`config.mk`:
```
export PLATFORM = sky130hd
export DESIGN_NAME = rptr_rd_ctrl
export DESIGN_NICKNAME = d
export VERILOG_FILES = /design/src/rtl/rptr_rd_ctrl.sv
export SDC_FILE = /design/constraint.sdc
export NUM_CORES = 1
export LEC_CHECK = 0
export CORE_UTILIZATION = 48
export DETAILED_ROUTE_END_ITERATION = 6
export GPL_TIMING_DRIVEN = 0
export PLACE_DENSITY = 0.8
export SKIP_LAST_GASP = 1
export SYNTH_ARGS = -nofsm -noshare
export SYNTH_HDL_FRONTEND = slang
export SYNTH_SLANG_ARGS = --single-unit
```
`constraint.sdc`:
```
create_clock -name rclk -period 11.23 [get_ports rclk]
set_clock_uncertainty 0.1 [all_clocks]
set_input_delay 2.246 -clock rclk [delete_from_list [all_inputs] [get_ports rclk]]
set_output_delay 2.246 -clock rclk [all_outputs]
set_load 0.005 [all_outputs]
```
`src/rtl/rptr_rd_ctrl.sv`:
```
// Read-domain controller of the async FIFO: read pointers, registered empty flag, RAM read issue and a 2-entry output buffer.
// Optional read-level counter is enabled by defining ASYNC_FIFO_RLEVEL_EN (default build ties rlevel to 0).
module rptr_rd_ctrl #(
  parameter int ASIZE    = 4,
  parameter int DSIZE    = 8,
  parameter int AE_LEVEL = 1
) (
  input  logic             rclk,
  input  logic             rrst,
  input  logic [ASIZE:0]   rq2_wptr,
  output logic [ASIZE:0]   rptr,
  output logic [ASIZE-1:0] raddr,
  output logic             mem_ren,
  input  logic [DSIZE-1:0] mem_rdata,
  output logic             m_valid,
  input  logic             m_ready,
  output logic [DSIZE-1:0] m_data,
  output logic             rempty,
  output logic [ASIZE:0]   rlevel,
  output logic             ralmost_empty
);

  function automatic logic [ASIZE:0] bin2gray(input logic [ASIZE:0] b);
    return b ^ (b >> 1);
  endfunction

  logic [ASIZE:0]   rbin_q, rbin_d;
  logic [ASIZE:0]   rptr_q, rptr_d;
  logic             rempty_q, rempty_d;
  logic             inflight_q;
  logic [1:0]       occ_q, occ_d;
  logic [DSIZE-1:0] head_q, head_d;
  logic [DSIZE-1:0] skid_q, skid_d;
  logic             pop_s;
  logic [2:0]       occ_sum_s;
  logic [1:0]       occ_after_pop_s;

  assign m_valid   = (occ_q != 2'd0);
  assign pop_s     = m_valid & m_ready;
  // Buffer words still owed after this cycle: held + arriving - leaving.
  assign occ_sum_s = {1'b0, occ_q} + {2'b00, inflight_q} - {2'b00, pop_s};
  assign mem_ren   = !rempty_q && (occ_sum_s < 3'd2);
  assign occ_after_pop_s = occ_q - {1'b0, pop_s};

  // Pointer advance and empty detection against the synchronized write pointer.
  always_comb begin
    rbin_d   = rbin_q + {{ASIZE{1'b0}}, mem_ren};
    rptr_d   = bin2gray(rbin_d);
    rempty_d = (rptr_d == rq2_wptr);
  end

  // Output buffer: arrivals fill the head if it is free after a pop, else the skid.
  always_comb begin
    head_d = head_q;
    skid_d = skid_q;
    occ_d  = occ_sum_s[1:0];
    if (pop_s && (occ_q == 2'd2)) begin
      head_d = skid_q;
    end else begin
      head_d = head_q;
    end
    if (inflight_q) begin
      if (occ_after_pop_s == 2'd0) begin
        head_d = mem_rdata;
      end else begin
        skid_d = mem_rdata;
      end
    end else begin
      skid_d = skid_q;
    end
  end

  // State registers with synchronous reset.
  always_ff @(posedge rclk) begin
    if (rrst) begin
      rbin_q     <= {(ASIZE+1){1'b0}};
      rptr_q     <= {(ASIZE+1){1'b0}};
      rempty_q   <= 1'b1;
      inflight_q <= 1'b0;
      occ_q      <= 2'd0;
      head_q     <= {DSIZE{1'b0}};
      skid_q     <= {DSIZE{1'b0}};
    end else begin
      rbin_q     <= rbin_d;
      rptr_q     <= rptr_d;
      rempty_q   <= rempty_d;
      inflight_q <= mem_ren;
      occ_q      <= occ_d;
      head_q     <= head_d;
      skid_q     <= skid_d;
    end
  end

  assign rptr   = rptr_q;
  assign raddr  = rbin_q[ASIZE-1:0];
  assign rempty = rempty_q;
  assign m_data = head_q;

`ifdef ASYNC_FIFO_RLEVEL_EN
  // Out-of-range thresholds saturate so the flag is simply always set.
  localparam logic [ASIZE:0] AE_W = (AE_LEVEL < (1 << ASIZE)) ? AE_LEVEL[ASIZE:0]
                                                              : {1'b1, {ASIZE{1'b0}}};

  function automatic logic [ASIZE:0] gray2bin(input logic [ASIZE:0] g);
    logic [ASIZE:0] b;
    b[ASIZE] = g[ASIZE];
    for (int i = ASIZE - 1; i >= 0; i--) begin
      b[i] = b[i+1] ^ g[i];
    end
    return b;
  endfunction

  logic [ASIZE:0] rlevel_q, rlevel_d;
  logic           ralmost_q, ralmost_d;

  // Unread RAM words after this cycle's read; excludes buffered and in-flight words.
  always_comb begin
    rlevel_d  = gray2bin(rq2_wptr) - rbin_d;
    ralmost_d = (rlevel_d <= AE_W);
  end

  // Level and almost-empty registers.
  always_ff @(posedge rclk) begin
    if (rrst) begin
      rlevel_q  <= {(ASIZE+1){1'b0}};
      ralmost_q <= 1'b1;
    end else begin
      rlevel_q  <= rlevel_d;
      ralmost_q <= ralmost_d;
    end
  end

  assign rlevel        = rlevel_q;
  assign ralmost_empty = ralmost_q;
`else
  assign rlevel = {(ASIZE+1){1'b0}};
  // Without the counter the flag collapses onto rempty; an out-of-range threshold keeps it set.
  if (AE_LEVEL < (1 << ASIZE)) begin : g_ae_flag
    assign ralmost_empty = rempty_q;
  end else begin : g_ae_flag_sat
    assign ralmost_empty = 1'b1;
  end
`endif

endmodule

```
# Word level (Yosys, flattened, before mapping)
# Index checks and enable logic that the tools add are counted.
# word_totals
ff_bits	30
wordCells	26
# classes
addsub	4
magnitude_cmp	1
eq_ne	2
n_mux	3
bitwise	3
reduce_logical	6
# ops
operator	count
$mux 8	3
$add 5x1->5	1
$eq 5x5->1	1
$xor 5x4->5	1
$add 2x1->3	1
$lt 3x2->1 const B	1
$sub 3x1->3	1
$eq 2x2->1 const B	1
$logic_and 1x1->1	2
$logic_not 2->1	1
$reduce_and 2->1	1
$reduce_bool 2->1	1
$sub 2x1->2	1
$and 1x1->1	1
$logic_not 1->1	1
$not 1->1	1

# Logic depth before layout (Yosys ltp)
# Gate-level depths: netlist (run 1).
# logic_depth
ltp_word	8
depth_mapped	13

# Worst setup path after synthesis (run 1)
# Ideal clock, no wire load.
# synth_path
kind	in2out
start	input port m_ready
end	output port mem_ren
arrival_ns	3.637
slack_ns	5.247
path_stages	5
path_buffers	0
path_cell_list	nand3b_1 clkinv_1 fa_1 xor2_1 nor3b_1
# synth_between
elab_chain_len	4
# synth_rtl
item	line_no	text
start: declaration	16	input logic m_ready,
$and 1x1->1	39	assign pop_s = m_valid & m_ready;
$sub 3x1->3	41	assign occ_sum_s = {1'b0, occ_q} + {2'b00, inflight_q} - {2'b00, pop_s};
$lt 3x2->1	42	assign mem_ren = !rempty_q && (occ_sum_s < 3'd2);
$logic_and 1x1->1	42	
end: declaration	13	output logic mem_ren,
# Every way passes these cells.

# Worst setup path in the final report (run 1)
# Same ends and word-level chain as after synthesis.

==> flow_metrics.env, run 1 <==
export IMPL_max_stage_delay_ns=0.57
export IMPL_yosys_warnings=0
export IMPL_n_antenna_cell=0
export IMPL_hold_depth=2
export IMPL_cts_resized=0
export IMPL_multiInputGateArea_um2=657
export IMPL_ys_ff_latch=29
export IMPL_num_rows=18
export IMPL_utilization_pct=69.4
export IMPL_initial_core_util_pct=51.3
export IMPL_core_area_um2=2520
export IMPL_die_area_um2=2910
export IMPL_die_h_um=53.9
export IMPL_synth_seq_area_share_pct=44.9
export IMPL_r2r_start="occ_q[1]"
export IMPL_synth_avg_cell_area_um2=9.58
export IMPL_grt_use_total_pct=21.2
export IMPL_routed_via_count=1055
export IMPL_slowest_stage="clkdlybuf4s50_1"
export IMPL_synth_area_um2=1290
export IMPL_num_fill_cells=218
export IMPL_maxSlewViolCount=0
export IMPL_hp_start="skid_q[6]"
export IMPL_ir_drop_mv=0.0873
export IMPL_synthFlopType="dfxtp_1"
export IMPL_rsz0062_at_grt="false"
export IMPL_clk_latency_ns=0.31
export IMPL_synth_top_cell_by_area="dfxtp_1"
export IMPL_finalNonFillerCells=211
export IMPL_register_area_um2=581
export IMPL_crit_chain="clkdlybuf4s50_1 -> nand3b_1 -> clkinv_1 -> fa_1 -> xor2_1 -> nor3b_1 -> clkdlybuf4s50_1"
export IMPL_cap_violations=0
export IMPL_layout_drive_gt1_share_pct=8.84
export IMPL_die_w_um=53.9
export IMPL_leakagePower_nw=0.763
export IMPL_viasPerCell=5.00
export IMPL_yosysUniqueCellTypes=28
export IMPL_hold_viol_final=0
export IMPL_reg2reg_depth=11
export IMPL_cp_start_kind="input pin"
export IMPL_powerDensity_nw_per_um2=143
export IMPL_nets=201
export IMPL_arrival_ns=5.01
export IMPL_cp_required_ns=8.88
export IMPL_syn_inst=135
export IMPL_cts_tree="built"
export IMPL_endpoint_kind="output port"
export IMPL_synth_most_common_cell="dfxtp_1"
export IMPL_syn2layout_area_growth_pct=35.4
export IMPL_grt_max_degree=11
export IMPL_cp_num_buf_inv=3
export IMPL_grt_pass1_wl_um=4320
export IMPL_post_cts_buffers=0
export IMPL_hpwlAfterDp_um=2000
export IMPL_place_gp_congestion=0.740
export IMPL_tns_ns=0
export IMPL_hold_class="flop to flop"
export IMPL_crit_fanout=10
export IMPL_crit_cells=7
export IMPL_clock_sinks=29
export IMPL_avgRoutedWirePerCell_um=12.7
export IMPL_gr_total_overflow=0
export IMPL_synth_top_cell_area_share_pct=44.9
export IMPL_worst_setup_path_type="input pin to output port"
export IMPL_synth_area_leaders="dfxtp_1, nor2_1, mux2i_1, a311oi_1, xnor2_1"
export IMPL_h_tree_depth=2
export IMPL_ios=42
export IMPL_setup_viol=0
export IMPL_worst_pin_slew_ns=0.587
export IMPL_startpoint="m_ready"
export IMPL_slew_headroom_pct=60.9
export IMPL_root_buffer="clkbuf_4"
export IMPL_async_flop_share_pct=0
export IMPL_drc_errors=0
export IMPL_holdBufCountCts=0
export IMPL_dr_pass1_iters=4
export IMPL_ant_nets=0
export IMPL_drt_initial_drc_count=15
export IMPL_fmax_mhz=136
export IMPL_cts_made_buffers=5
export IMPL_antenna_found_initial=0
export IMPL_cpMostUsedCell="clkdlybuf4s50_1"
export IMPL_fin_crit_sh_pct=65.5
export IMPL_outcome="finished, final reports clean"
export IMPL_portBuffers=35
export IMPL_min_period_ns=7.36
export IMPL_synth_common_cells="dfxtp_1, nor2_1, nand2_1"
export IMPL_totalWireLength_um=2680
export IMPL_clk_pin_slew_ns=0.08
export IMPL_cp_top_family="buffers and inverters"
export IMPL_dp_cells=204
export IMPL_grt_pass1_vias=982
export IMPL_clk_path_buf_depth=2
export IMPL_synth_edf_count=0
==> cell usage in the layout, fill, tap and decap left out, drive strengths merged, types with 3 or more instances in the layout <==
cell,count
a311oi,8
dfxtp,29
nand2,17
ha,3
nor2b,4
clkdlybuf4s50,35
clkbuf,10
buf,7
xnor2,8
nor2,24
conb,5
mux2i,8
xor2,5
==> state kept, by name (all words and copies together), names as in the netlist <==
name,count
inflight_q,1
occ_q,2
rptr,4
ralmost_empty,1
skid_q,8
rbin_q,5
m_data,8
==> logic make-up (layout without fill, tap and decap cells) <==
| logic type | Yosys count | after routing | synth area share [%] |
|---|---|---|---|
| muxes | 8 | 8 | 6.19 |
| xor gates and xnor gates | 15 | 15 | 12.5 |
| DFF | 29 | 29 | 44.9 |
| adders and majority gates | 4 | 4 | 4.45 |
| other | 1 | 5 | 0.290 |
| buffers and inverters | 13 | 55 | 5.51 |
| and+or+nand+nor | 54 | 54 | 18.3 |
| AOI/OAI and AO/OA | 11 | 11 | 7.93 |
==> metrics by stage <==
stage / instance area [µm²] / worst slack, ns / hold slack [ns] / power (mW)
2_1_floorplan: 1310 / 5.25 / 0.354 / 0.158
3_3_place_gp: 1700 / 3.92 / 0.363 / 0.188
3_5_place_dp: 1700 / 3.81 / 0.374 / 0.191
4_1_cts: 1750 / 3.84 / 0.383 / 0.252
5_1_grt: 1750 / 3.70 / 0.409 / 0.265
6_report: 1750 / 3.87 / 0.381 / 0.250
==> power breakdown <==
part	leakage (nW)	switching, mW	internal, mW
combinational	0.495	0.0275	0.0418
sequential	0.237	0.00586	0.113
clock	0.0314	0.0321	0.0295
==> final timing paths <==
path | endpoint | slack, ns
max reg2reg | ralmost_empty | 7.27
max | mem_ren | 3.87
min | m_data[6] | 0.38
min reg2reg | m_data[6] | 0.38
==> final cells by class <==
class,count,area share [%]
tap,30,2.14
sequential,29,33.1
multi-input combinational,97,37.5
buffer,10,3.43
clock buffer,7,3.14
inverter,3,0.643
timing repair buffer,35,20.0
==> metal layers <==
layer	vias up	GRT usage, %	share of wire [%]
met5	-	0	0
met4	0	9.21	1.6
met3	6	5.08	3.5
met2	23	35.2	50
met1	497	25.8	45
li1	529	-	-
==> worst register-to-register path, stage by stage, from the launching register on <==
cell	delay, ns
dfxtp_1	0.39
nand3b_1	0.38
clkinv_1	0.40
fa_1	0.51
xor2_1	0.15
nor3b_1	0.32
ha_1	0.28
ha_1	0.30
xnor3_2	0.40
xnor2_1	0.14
or2_0	0.25
o41ai_2	0.26
No activity file was read; power rests on OpenSTA's default activity.
==> inputs of run 2 (changes only) <==
Settings changed: CORE_UTILIZATION 48 to 45, PLACE_DENSITY 0.8 to 0.75.
Clock period 11.23 ns to 6.8 ns, I/O delays scaled along.
==> flow_metrics.env, run 2 (synthesized netlist as in run 1, its figures left out) <==
export IMPL_worst_slack_ns=1.27
export IMPL_p_int_mw=0.305
export IMPL_clk_latency_ns=0.32
export IMPL_setup_viol=0
export IMPL_maxSlewViolCount=0
export IMPL_clk_path_buf_depth=2
export IMPL_core_area_um2=2730
export IMPL_cts_made_buffers=5
export IMPL_post_cts_buffers=0
export IMPL_outcome="finished, final reports clean"
export IMPL_holdBufCountCts=0
export IMPL_layout_drive_gt1_share_pct=8.84
export IMPL_power_total_mw=0.415
export IMPL_max_stage_delay_ns=0.57
export IMPL_ios=42
export IMPL_nets=201
export IMPL_rsz0062_at_grt="false"
export IMPL_cts_tree="built"
export IMPL_die_h_um=55.6
export IMPL_slew_headroom_pct=57.5
export IMPL_ir_drop_mv=0.143
export IMPL_totalWireLength_um=2740
export IMPL_num_fill_cells=243
export IMPL_worst_pin_slew_ns=0.638
export IMPL_layout_common_cells="clkdlybuf4s50_1, dfxtp_1, nor2_1, nand2_1"
export IMPL_arrival_ns=4.07
export IMPL_portBuffers=35
export IMPL_cap_violations=0
export IMPL_die_w_um=55.6
export IMPL_ant_nets=0
export IMPL_holdWs_ns=0.382
export IMPL_powerDensity_nw_per_um2=237
export IMPL_grt_max_degree=11
export IMPL_avgRoutedWirePerCell_um=12.9
export IMPL_seqPwrFrac_pct=47.4
export IMPL_design_area_um2=1750
export IMPL_num_rows=19
export IMPL_crit_chain="clkdlybuf4s50_1 -> nand3b_1 -> clkinv_1 -> fa_1 -> xor2_1 -> nor3b_1 -> clkdlybuf4s50_1"
export IMPL_switching_share_pct=26.6
export IMPL_p_switching_mw=0.110
export IMPL_routed_via_count=1051
export IMPL_grt_use_total_pct=19.6
export IMPL_initial_core_util_pct=47.3
export IMPL_fin_crit_sh_pct=81.3
export IMPL_layout_commonest_cell="clkdlybuf4s50_1"
export IMPL_cp_start_kind="input pin"
export IMPL_hold_viol_final=0
export IMPL_grt_pass1_vias=1053
export IMPL_clock_sinks=29
export IMPL_endpoint_kind="output port"
export IMPL_viasPerCell=4.96
export IMPL_dp_cells=205
export IMPL_worst_setup_path_type="input pin to output port"
export IMPL_finalNonFillerCells=212
export IMPL_leakagePower_nw=0.763
export IMPL_cpMostUsedCell="clkdlybuf4s50_1"
export IMPL_die_area_um2=3090
export IMPL_n_antenna_cell=0
export IMPL_place_gp_congestion=0.750
export IMPL_antenna_found_initial=0
export IMPL_syn2layout_area_growth_pct=35.5
export IMPL_r2r_slack_ns=2.92
export IMPL_grt_pass1_wl_um=4640
export IMPL_clk_pin_slew_ns=0.09
export IMPL_utilization_pct=64.1
export IMPL_dr_pass1_iters=4
export IMPL_cp_required_ns=5.34
export IMPL_gr_total_overflow=0
export IMPL_place_ws_ns=1.24
export IMPL_h_tree_depth=2
export IMPL_pwr_share_comb_pct=27.5
export IMPL_hpwlAfterDp_um=2020
export IMPL_slowest_stage="clkdlybuf4s50_1"
export IMPL_hold_class="flop to flop"
export IMPL_root_buffer="clkbuf_4"
export IMPL_crit_fanout=10
export IMPL_clkPwrFrac_pct=25.1
export IMPL_tns_ns=0
export IMPL_fmax_mhz=181
export IMPL_cts_resized=0
export IMPL_drc_errors=0
export IMPL_drt_initial_drc_count=10
export IMPL_post_dp_cell_area_um2=1700
export IMPL_min_period_ns=5.53
-- run 2: cell counts in the layout (fill, tap and decap cells not counted) --
Identical to the previous run, type by type.
-- run 2: final timing paths --
| check | from | endpoint | depth (start not counted) |
|---|---|---|---|
| min reg2reg | skid_q[6] | m_data[6] | 2 |
| max | m_ready | mem_ren | 7 |
| min | skid_q[6] | m_data[6] | 2 |
| max reg2reg | occ_q[1] | ralmost_empty | 11 |
-- run 2: critical path, delay by kind of cell --
family                   cells  cell delay, ns
adder cells (fa/ha/maj)      1            0.50
AND/OR/NAND/NOR              2            0.68
XOR/XNOR                     1            0.15
buffers and inverters        3            1.38
-- run 2: final cells by class --
cell class	count	area, µm²	area share (%)
inverters	3	11.3	0.642
clock buffers	7	55.1	3.14
well taps	31	38.8	2.21
multi-input cells	97	657	37.5
repair buffers	35	350	20.0
flip-flops and latches	29	581	33.1
plain buffers	10	60.1	3.43
-- run 2: per-layer routing --
metal | track usage, % | routed length, µm | vias up
met4 | 11.1 | 51 | 0
met1 | 22.8 | 1210 | 491
met2 | 31.8 | 1380 | 23
li1 | - | - | 532
met5 | 0 | 0 | -
met3 | 6.05 | 105 | 5
-- run 2: power by group through the flow --
| stage | Clock, mW | Sequential (mW) | Combinational [mW] |
|---|---|---|---|
| after global routing | 0.115 | 0.199 | 0.124 |
| after detailed placement | 0 | 0.201 | 0.114 |
| after global placement | 0 | 0.200 | 0.111 |
| final | 0.104 | 0.197 | 0.114 |
| after floorplan | 0 | 0.201 | 0.0606 |
| after CTS | 0.106 | 0.197 | 0.115 |
==> inputs of run 3 (changes only) <==
Clock period 6.8 ns to 5.7 ns, I/O delays scaled along.
==> results of run 3 <==
The final DEF is identical to that of run 2. Status: finished, final reports clean.
Among the figures that moved: setup slack after placement 1.24 ns -> 0.576 ns; setup slack after layout 1.27 ns -> 0.612 ns; register-to-register setup slack 2.92 ns -> 1.82 ns; total power 0.415 mW -> 0.495 mW; worst IR drop on VDD 0.143 mV -> 0.171 mV
